[config.mk]
export PLATFORM = sky130hd
export DESIGN_NAME = axi_master_line_reader_flat
export DESIGN_NICKNAME = d
export VERILOG_FILES = /design/src/rtl/axi_master_line_reader_if.sv /design/src/rtl/axi_master_line_reader.sv /design/src/flat_wrapper.sv
export SDC_FILE = /design/constraint.sdc
export NUM_CORES = 1
export LEC_CHECK = 0
export ABC_AREA = 1
export CORE_AREA = 2 2 200 123
export DETAILED_ROUTE_END_ITERATION = 6
export DIE_AREA = 0 0 202 125
export PLACE_DENSITY = 0.89
export SYNTH_ARGS = -nofsm -noshare
export SYNTH_HDL_FRONTEND = slang
export SYNTH_SLANG_ARGS = --single-unit
[constraint.sdc]
create_clock -name clk -period 1.66 [get_ports clk]
set_input_delay 0.498 -clock clk [delete_from_list [all_inputs] [get_ports clk]]
set_output_delay 0.498 -clock clk [all_outputs]
set_load 0.02 [all_outputs]
[src/rtl/axi_master_line_reader_if.sv]
// Bundle of the line-fetch request/response handshakes and the AXI AR/R
// channels; master = line reader, slave = requester plus AXI read slave.
interface axi_master_line_reader_if #(
  parameter int ADDR_WIDTH         = 32,
  parameter int READ_CHANNEL_WIDTH = 32,
  parameter int READ_BURST_LEN     = 8,
  parameter int LINE_WORDS         = 8
);
  localparam int LW = LINE_WORDS * READ_CHANNEL_WIDTH;

  logic                          req_valid;
  logic                          req_ready;
  logic [ADDR_WIDTH-1:0]         req_addr;

  logic                          ARVALID;
  logic                          ARREADY;
  logic [ADDR_WIDTH-1:0]         ARADDR;
  logic [READ_BURST_LEN-1:0]     ARLEN;
  logic [2:0]                    ARSIZE;
  logic [1:0]                    ARBURST;

  logic                          RVALID;
  logic                          RREADY;
  logic [READ_CHANNEL_WIDTH-1:0] RDATA;
  logic                          RLAST;
  logic [1:0]                    RRESP;

  logic                          resp_valid;
  logic                          resp_ready;
  logic [LW-1:0]                 resp_line;
  logic                          resp_err;

  modport master (
    input  req_valid, req_addr,
    output req_ready,
    output ARVALID, ARADDR, ARLEN,
    output ARSIZE, ARBURST,
    input  ARREADY,
    input  RVALID, RDATA, RLAST, RRESP,
    output RREADY,
    output resp_valid, resp_line, resp_err,
    input  resp_ready
  );

  modport slave (
    output req_valid, req_addr,
    input  req_ready,
    input  ARVALID, ARADDR, ARLEN,
    input  ARSIZE, ARBURST,
    output ARREADY,
    output RVALID, RDATA, RLAST, RRESP,
    input  RREADY,
    input  resp_valid, resp_line, resp_err,
    output resp_ready
  );
endinterface

[src/rtl/axi_master_line_reader.sv]
// Fetches one cache line per request as a single AXI INCR read burst.
// Ports: clk, rst_n (sync, active-high), bus (master: req/AR/R/resp).
module axi_master_line_reader #(
  parameter int ADDR_WIDTH         = 32,
  parameter int READ_CHANNEL_WIDTH = 32,
  parameter int READ_BURST_LEN     = 8,
  parameter int LINE_WORDS         = 8
) (
  input  logic clk,
  input  logic rst_n,
  axi_master_line_reader_if.master bus
);
  localparam int W   = READ_CHANNEL_WIDTH;
  localparam int AW  = ADDR_WIDTH;
  localparam int CW  = $clog2(LINE_WORDS);
  localparam int OFS = $clog2(LINE_WORDS * W / 8);

  localparam logic [AW-1:0] ALIGN =
    ~((AW'(1) << OFS) - AW'(1));
  localparam logic [CW-1:0] LAST =
    CW'(LINE_WORDS - 1);

  typedef enum logic [1:0] {
    IDLE,
    ADDR,
    DATA,
    RESP
  } state_t;

  state_t state;
  state_t state_nxt;

  logic [AW-1:0]           araddr;
  logic [CW-1:0]           cnt;
  logic [LINE_WORDS*W-1:0] line;
  logic                    err;

  logic accept;
  logic ar_done;
  logic beat;
  logic last_slot;
  logic done;
  logic beat_bad;

  assign accept    = (state == IDLE) && bus.req_valid;
  assign ar_done   = (state == ADDR) && bus.ARREADY;
  assign beat      = (state == DATA) && bus.RVALID;
  assign last_slot = (cnt == LAST);
  // Burst ends on RLAST or on the final slot, whichever comes first.
  assign done      = beat && (bus.RLAST || last_slot);
  // Bad beat: error response, or RLAST not on exactly the final slot.
  assign beat_bad  = (bus.RRESP != 2'b00) ||
                     (bus.RLAST != last_slot);

  always_ff @(posedge clk) begin
    if (rst_n) begin
      state <= IDLE;
    end else begin
      state <= state_nxt;
    end
  end

  always_comb begin
    state_nxt = state;
    unique case (state)
      IDLE: if (accept)         state_nxt = ADDR;
      ADDR: if (ar_done)        state_nxt = DATA;
      DATA: if (done)           state_nxt = RESP;
      RESP: if (bus.resp_ready) state_nxt = IDLE;
      default:                  state_nxt = IDLE;
    endcase
  end

  always_comb begin
    bus.req_ready  = 1'b0;
    bus.ARVALID    = 1'b0;
    bus.RREADY     = 1'b0;
    bus.resp_valid = 1'b0;
    unique case (state)
      IDLE:    bus.req_ready  = 1'b1;
      ADDR:    bus.ARVALID    = 1'b1;
      DATA:    bus.RREADY     = 1'b1;
      RESP:    bus.resp_valid = 1'b1;
      default: ;
    endcase
  end

  always_ff @(posedge clk) begin
    if (rst_n) begin
      araddr <= '0;
      cnt    <= '0;
      line   <= '0;
      err    <= 1'b0;
    end else begin
      if (accept) begin
        araddr <= bus.req_addr & ALIGN;
        cnt    <= '0;
        err    <= 1'b0;
      end
      if (beat) begin
        for (int i = 0; i < LINE_WORDS; i++) begin
          if (cnt == CW'(i)) begin
            line[i*W +: W] <= bus.RDATA;
          end
        end
        if (beat_bad) begin
          err <= 1'b1;
        end
        // Hold on the final slot so the count never wraps.
        if (!last_slot) begin
          cnt <= cnt + CW'(1);
        end
      end
    end
  end

  assign bus.ARADDR    = araddr;
  assign bus.ARLEN     =
    READ_BURST_LEN'(LINE_WORDS - 1);
  assign bus.ARSIZE    = 3'($clog2(W / 8));
  assign bus.ARBURST   = 2'b01;
  assign bus.resp_line = line;
  assign bus.resp_err  = err;
endmodule

[src/flat_wrapper.sv]
// flat-port wrapper written by rule: the top's interface ports become plain ports
module axi_master_line_reader_flat 
#(
  parameter int ADDR_WIDTH         = 32,
  parameter int READ_CHANNEL_WIDTH = 32,
  parameter int READ_BURST_LEN     = 8,
  parameter int LINE_WORDS         = 8
)
  (clk, rst_n, bus_req_valid, bus_req_addr, bus_req_ready, bus_ARVALID, bus_ARADDR, bus_ARLEN, bus_ARSIZE, bus_ARBURST, bus_ARREADY, bus_RVALID, bus_RDATA, bus_RLAST, bus_RRESP, bus_RREADY, bus_resp_valid, bus_resp_line, bus_resp_err, bus_resp_ready);
  axi_master_line_reader_if #(.ADDR_WIDTH(ADDR_WIDTH), .READ_CHANNEL_WIDTH(READ_CHANNEL_WIDTH), .READ_BURST_LEN(READ_BURST_LEN), .LINE_WORDS(LINE_WORDS)) bus_i ();
  input  logic clk;
  input  logic rst_n;
  input wire logic [$bits(bus_i.req_valid)-1:0] bus_req_valid;
  input wire logic [$bits(bus_i.req_addr)-1:0] bus_req_addr;
  output wire logic [$bits(bus_i.req_ready)-1:0] bus_req_ready;
  output wire logic [$bits(bus_i.ARVALID)-1:0] bus_ARVALID;
  output wire logic [$bits(bus_i.ARADDR)-1:0] bus_ARADDR;
  output wire logic [$bits(bus_i.ARLEN)-1:0] bus_ARLEN;
  output wire logic [$bits(bus_i.ARSIZE)-1:0] bus_ARSIZE;
  output wire logic [$bits(bus_i.ARBURST)-1:0] bus_ARBURST;
  input wire logic [$bits(bus_i.ARREADY)-1:0] bus_ARREADY;
  input wire logic [$bits(bus_i.RVALID)-1:0] bus_RVALID;
  input wire logic [$bits(bus_i.RDATA)-1:0] bus_RDATA;
  input wire logic [$bits(bus_i.RLAST)-1:0] bus_RLAST;
  input wire logic [$bits(bus_i.RRESP)-1:0] bus_RRESP;
  output wire logic [$bits(bus_i.RREADY)-1:0] bus_RREADY;
  output wire logic [$bits(bus_i.resp_valid)-1:0] bus_resp_valid;
  output wire logic [$bits(bus_i.resp_line)-1:0] bus_resp_line;
  output wire logic [$bits(bus_i.resp_err)-1:0] bus_resp_err;
  input wire logic [$bits(bus_i.resp_ready)-1:0] bus_resp_ready;
  assign bus_i.req_valid = bus_req_valid;
  assign bus_i.req_addr = bus_req_addr;
  assign bus_req_ready = bus_i.req_ready;
  assign bus_ARVALID = bus_i.ARVALID;
  assign bus_ARADDR = bus_i.ARADDR;
  assign bus_ARLEN = bus_i.ARLEN;
  assign bus_ARSIZE = bus_i.ARSIZE;
  assign bus_ARBURST = bus_i.ARBURST;
  assign bus_i.ARREADY = bus_ARREADY;
  assign bus_i.RVALID = bus_RVALID;
  assign bus_i.RDATA = bus_RDATA;
  assign bus_i.RLAST = bus_RLAST;
  assign bus_i.RRESP = bus_RRESP;
  assign bus_RREADY = bus_i.RREADY;
  assign bus_resp_valid = bus_i.resp_valid;
  assign bus_resp_line = bus_i.resp_line;
  assign bus_resp_err = bus_i.resp_err;
  assign bus_i.resp_ready = bus_resp_ready;
  axi_master_line_reader #(.ADDR_WIDTH(ADDR_WIDTH), .READ_CHANNEL_WIDTH(READ_CHANNEL_WIDTH), .READ_BURST_LEN(READ_BURST_LEN), .LINE_WORDS(LINE_WORDS)) u_core (.clk(clk), .rst_n(rst_n), .bus(bus_i));
endmodule
# Word level (Yosys, flattened, before mapping)
# Cells that the tools add are included.
# W data, S select, Z words.
[classes]
eq_ne = 15
reduce_logical = 18
addsub = 1
mux = 15
[ops]
columns = ["op", "count"]
rows = [
  ["$reduce_and A2 Y1", 8],
  ["$eq A3 B3 Y1 const B", 4],
  ["$mux W3", 3],
  ["$mux W2", 4],
  ["$pmux W2 S4", 1],
  ["$mux W1", 7],
  ["$eq A3 B2 Y1 const B", 2],
  ["$ne A2 B1 Y1 const B", 3],
  ["$eq A2 B2 Y1 const B", 2],
  ["$logic_and A1 B1 Y1", 4],
  ["$reduce_and A4 Y1", 1],
  ["$add A3 B1 Y3 const B", 1],
  ["$eq A3 B1 Y1 const B", 1],
  ["$logic_not A3 Y1", 1],
  ["$eq A2 B1 Y1 const B", 1],
  ["$logic_not A2 Y1", 1],
  ["$logic_or A1 B1 Y1", 2],
  ["$ne A2 B2 Y1 const B", 1],
  ["$reduce_bool A2 Y1", 1],
  ["$ne A1 B1 Y1", 1],
]
[totals]
output_inout_bits = 306
elab_cells = 61
regBits = 289

# Longest topological paths before layout
# Gate-level depths: netlist (run 1).
[logic_depth]
word_depth = 5
depth_mapped = 10

# Least setup slack after synthesis (run 1)
# Ideal clock, no wire load.
[synth_timing]
path_type = "register -> register"
startpoint = "register u_core.state[0]"
endpoint = "register u_core.line[160] (netlist: u_core.bus.resp_line[160])"
path_slack_ns = -0.024
synth_period_minus_slack_ns = 1.684
stages_incl_launch_ff = 10
t_arrival_ns = 1.568
setup_time_ns = 0.116
n_path_buf = 2
t_required_ns = 1.544
cell_sequence = "dfxtp_1 inv_1 ha_1 nand2_1 inv_2 buf_6 nand3_2 clkbuf_1 o21ai_0 nor2_1"
[synth_between]
elab_chain_cells = 3
[synth_lines]
columns = ["item", "line", "text"]
rows = [
  ["from (decl)", "axi_master_line_reader.sv:30", "state_t state;"],
  ["from (signal assigned)", "axi_master_line_reader.sv:59", "state <= state_nxt;"],
  ["$eq A2 B2 Y1", "axi_master_line_reader.sv:47", "assign beat = (state == DATA) && bus.RVALID;"],
  ["$logic_and A1 B1 Y1", "axi_master_line_reader.sv:47", ""],
  ["$reduce_and A2 Y1 (no source line)", "--", ""],
  ["to (signal, indexed assignment)", "axi_master_line_reader.sv:103", "line[i*W +: W] <= bus.RDATA;"],
  ["to (decl)", "axi_master_line_reader.sv:35", "logic [LINE_WORDS*W-1:0] line;"],
]
# Every way passes these cells.
# A chain may end at the register's enable or synchronous reset.

# Final worst setup path (run 1)
[layout_timing]
startpoint = "register u_core.state[0]"
endpoint = "register u_core.line[174] (netlist: u_core.bus.resp_line[174])"
# The elaborated chain is that of the path after synthesis.

==> metrics.cfg, run 1 <==
[cells_and_area]
antenna_cells=0
drive_gt1_frac=0.428
nets=1820
nFillCells=1647
syn_to_final_growth_pct=61.5
multi_input_area_sq_um=5500
regArea_sq_um=5800
instances_no_fill=2076

[clocking]
cts_root_buffer=clkbuf_16
clock_sinks=289
cts-buffers-inserted=26
path_clk_slew_ns=0.08
cts_buffer_depth=3
hold_buffers=0
cts_tree=built
cts_htree_levels=1
clock_latency_ns=0.56

[timing]
finalHoldViolations=0
slew_headroom=0.464
setup_viol=164
rsz0062_at_grt=true
drv_slew=0
skew_ns=0.0289
hold_ws_ns=0.401
worstMarginPinSlew_ns=0.803
fmax_mhz=557
worst_slack_ns=-0.136
period_share=1.08
timing.final.crit_period_ns=1.80

[power]
swShare=0.300
peakVddDrop_v=0.000816
clkPwrFrac=0.359
switchingPower_mw=5.28
p_comb_frac=0.206
p_int_mw=12.3
power_frac_seq=0.434
p_leak_nw=7.14
powerDensity_nw_per_um2=1040

[floorplanning]
die_h_microns=125
ioPinCount=379
core_area_sq_um=23600
die_area_sq_um=25300
rows=44
start_util=0.442
die_w_microns=202

[synth]
ys_seq_elements=289
synth-seq-area-share=0.554
yosys.area.top_type_share=0.554
synth_common_cells=445 x nor2_1, 289 x dfxtp_1, 221 x o21ai_0, 82 x nand2_1
syn_area_sq_um=10400
avgSynthCellArea_sq_um=7.85
synth_most_common_cell=nor2_1
synth_edf_count=0
synth_async_sr_flop_share=0
synth_ff_type=dfxtp_1
ys_top_cells_by_area=dfxtp_1 55%, nor2_1 16%, o21ai_0 11%
synth_warnings=0
netlist_instances=1330
ys_types=19
synth_top_cell_by_area=dfxtp_1

[status]
status=finished, violations left
violations=negative setup slack

[route]
met1_length_microns=18600
wl_met2_microns=21000
dr_total_vias=11600
ant_nets=0
top_layer=met4
via_per_inst=5.57
drtIter0Drc=1024
finalWirelength_microns=46400
post_drt_wl_per_cell_microns=22.3
drtPass1Iterations=5
met3RoutedLength_microns=5050
drc=0

[worst_setup_path]
reg2reg_from=u_core.state[0]
worstPathArrival_ns=2.26
critical_path_required_ns=2.13
worst_setup_path_start_kind=flop
r2r_cells=12
crit_path_end_kind=flop
crit_start=u_core.state[0]
worst-path-max-fanout=12
r2r_end=u_core.bus.resp_line[174]
worstSetupPathType=flop to flop
reg2reg_setup_slack_ns=-0.14

[placement]
port_buffers=355
dp.cells=1973
gp_congestion=0.814
hpwl_microns=25600

[grt]
overflow=0
grt_max_degree=53
antenna_found_initial=0
grt_pass1_vias=10300
grt_usage=0.292
grt_pass1_wl_microns=58200

[hold_path]
hold_end=u_core.bus.resp_line[149]
hold_depth=4
hp-start=rst_n
hold_class=input pin to flop

[flow_run]
cap_viol_max_count=0

[flip-flops by register name, indices dropped and copies added, names as in the netlist]
register / cells
u_core.bus.resp_line: 256
u_core.state: 2
u_core.cnt: 3
u_core.bus.ARADDR: 27
u_core.bus.resp_err: 1
[cell usage in the layout, fill, tap and decap left out, types with 5 or more instances in the layout]
| cell type | Yosys | layout |
|---|---|---|
| o21ai_1 | 0 | 78 |
| buf_2 | 17 | 277 |
| clkinv_2 | 0 | 5 |
| clkbuf_16 | 0 | 52 |
| o21ai_0 | 221 | 128 |
| nand2_2 | 0 | 19 |
| nor2_1 | 445 | 311 |
| nand2_1 | 82 | 31 |
| nand2_4 | 0 | 30 |
| inv_1 | 15 | 9 |
| clkdlybuf4s50_1 | 0 | 66 |
| buf_8 | 0 | 7 |
| buf_12 | 0 | 35 |
| nor2_2 | 0 | 62 |
| nand3_1 | 69 | 54 |
| a21oi_1 | 69 | 16 |
| nor2_4 | 0 | 72 |
| conb_1 | 2 | 18 |
| nand3_2 | 4 | 12 |
| a21oi_2 | 0 | 53 |
| nand3_4 | 0 | 7 |
| buf_6 | 1 | 26 |
| o21ai_2 | 0 | 15 |
| buf_4 | 34 | 27 |
| clkdlybuf4s15_2 | 0 | 7 |
| dfxtp_1 | 289 | 284 |
[stage by stage]
stage               area, sq um  utilization  setup WS, ns  total power [mW]  TNS (ns)
finish                    16900        0.714        -0.136              17.6     -6.38
global route              16900        0.714        -0.174              18.2    -20.08
CTS                       15100        0.638        -0.148              17.3     -1.16
detailed placement        14700        0.622        -0.614              11.2   -108.85
global placement          14700        0.622        -0.551              11.0    -99.75
floorplan                 10500            -        0.0646              9.44         0
[worst max-delay path by stage]
stage	endpoint	slack [ns]	cells after the start
3_3_place_gp	u_core.bus.resp_line[199]	-0.55	8
2_1_floorplan	u_core.bus.resp_line[160]	0.06	9
4_1_cts	bus_ARVALID	-0.15	3
3_5_place_dp	u_core.bus.resp_line[199]	-0.61	8
5_1_grt	u_core.bus.resp_line[174]	-0.17	12
6_report	u_core.bus.resp_line[174]	-0.14	12
[worst max-delay path, cell delays in order, from the launching register on]
cell	delay [ns]
dfxtp_4	0.36
inv_4	0.08
ha_4	0.16
nand2_4	0.06
buf_6	0.13
clkinv_8	0.06
buf_12	0.10
nand3_4	0.07
buf_12	0.17
inv_8	0.09
buf_12	0.16
nor2_1	0.07
nor2_1	0.21
[power groups by stage]
stage	combinational, mW	sequential, mW	clock, mW
3_3_place_gp	3.31	7.72	0
4_1_cts	3.34	7.63	6.30
5_1_grt	3.86	7.67	6.63
6_report	3.63	7.64	6.32
2_1_floorplan	1.24	8.20	0
3_5_place_dp	3.40	7.75	0
[cells by family after synthesis]
group / after synthesis / synth area share
AOI/OAI and AO/OA: 291 / 0.140
adders and majority gates: 12 / 0.0144
buffers and inverters: 134 / 0.0632
other: 2 / 0.000719
and+or+nand+nor: 602 / 0.228
DFF: 289 / 0.554
[repair_timing]
item                                    in CTS  in global routing
buffers inserted                             4                 15
endpoints found under the setup margin     526                309
endpoints found under the hold margin        0                  0
pin swaps                                    8                 91
resized for setup                         1131                600
gates cloned                                 3                 35
[per-layer routing]
layer / up-vias / GRT usage
met5: - / 0
met4: 0 / 0.0761
met3: 174 / 0.0858
met2: 817 / 0.483
met1: 5484 / 0.373
li1: 5093 / -
[area by class of cell]
cell class | instances | area share
Tap cell | 322 | 0.0239
Clock inverter | 15 | 0.0106
Sequential cell | 289 | 0.344
Inverter | 22 | 0.00861
Multi-Input combinational cell | 923 | 0.326
Clock buffer | 32 | 0.0417
Timing Repair Buffer | 473 | 0.245
Power figures use the tool's default switching activity.
==> run 2, diff against run 1 <==
--- a/config.mk
+++ b/config.mk
@@ -9,6 +9,7 @@
 export CORE_AREA = 2 2 200 123
 export DETAILED_ROUTE_END_ITERATION = 6
 export DIE_AREA = 0 0 202 125
+export GPL_ROUTABILITY_DRIVEN = 1
 export PLACE_DENSITY = 0.89
 export SYNTH_ARGS = -nofsm -noshare
 export SYNTH_HDL_FRONTEND = slang
==> results of run 2 <==
The final DEF is identical to that of run 1; final timing and power are the same.
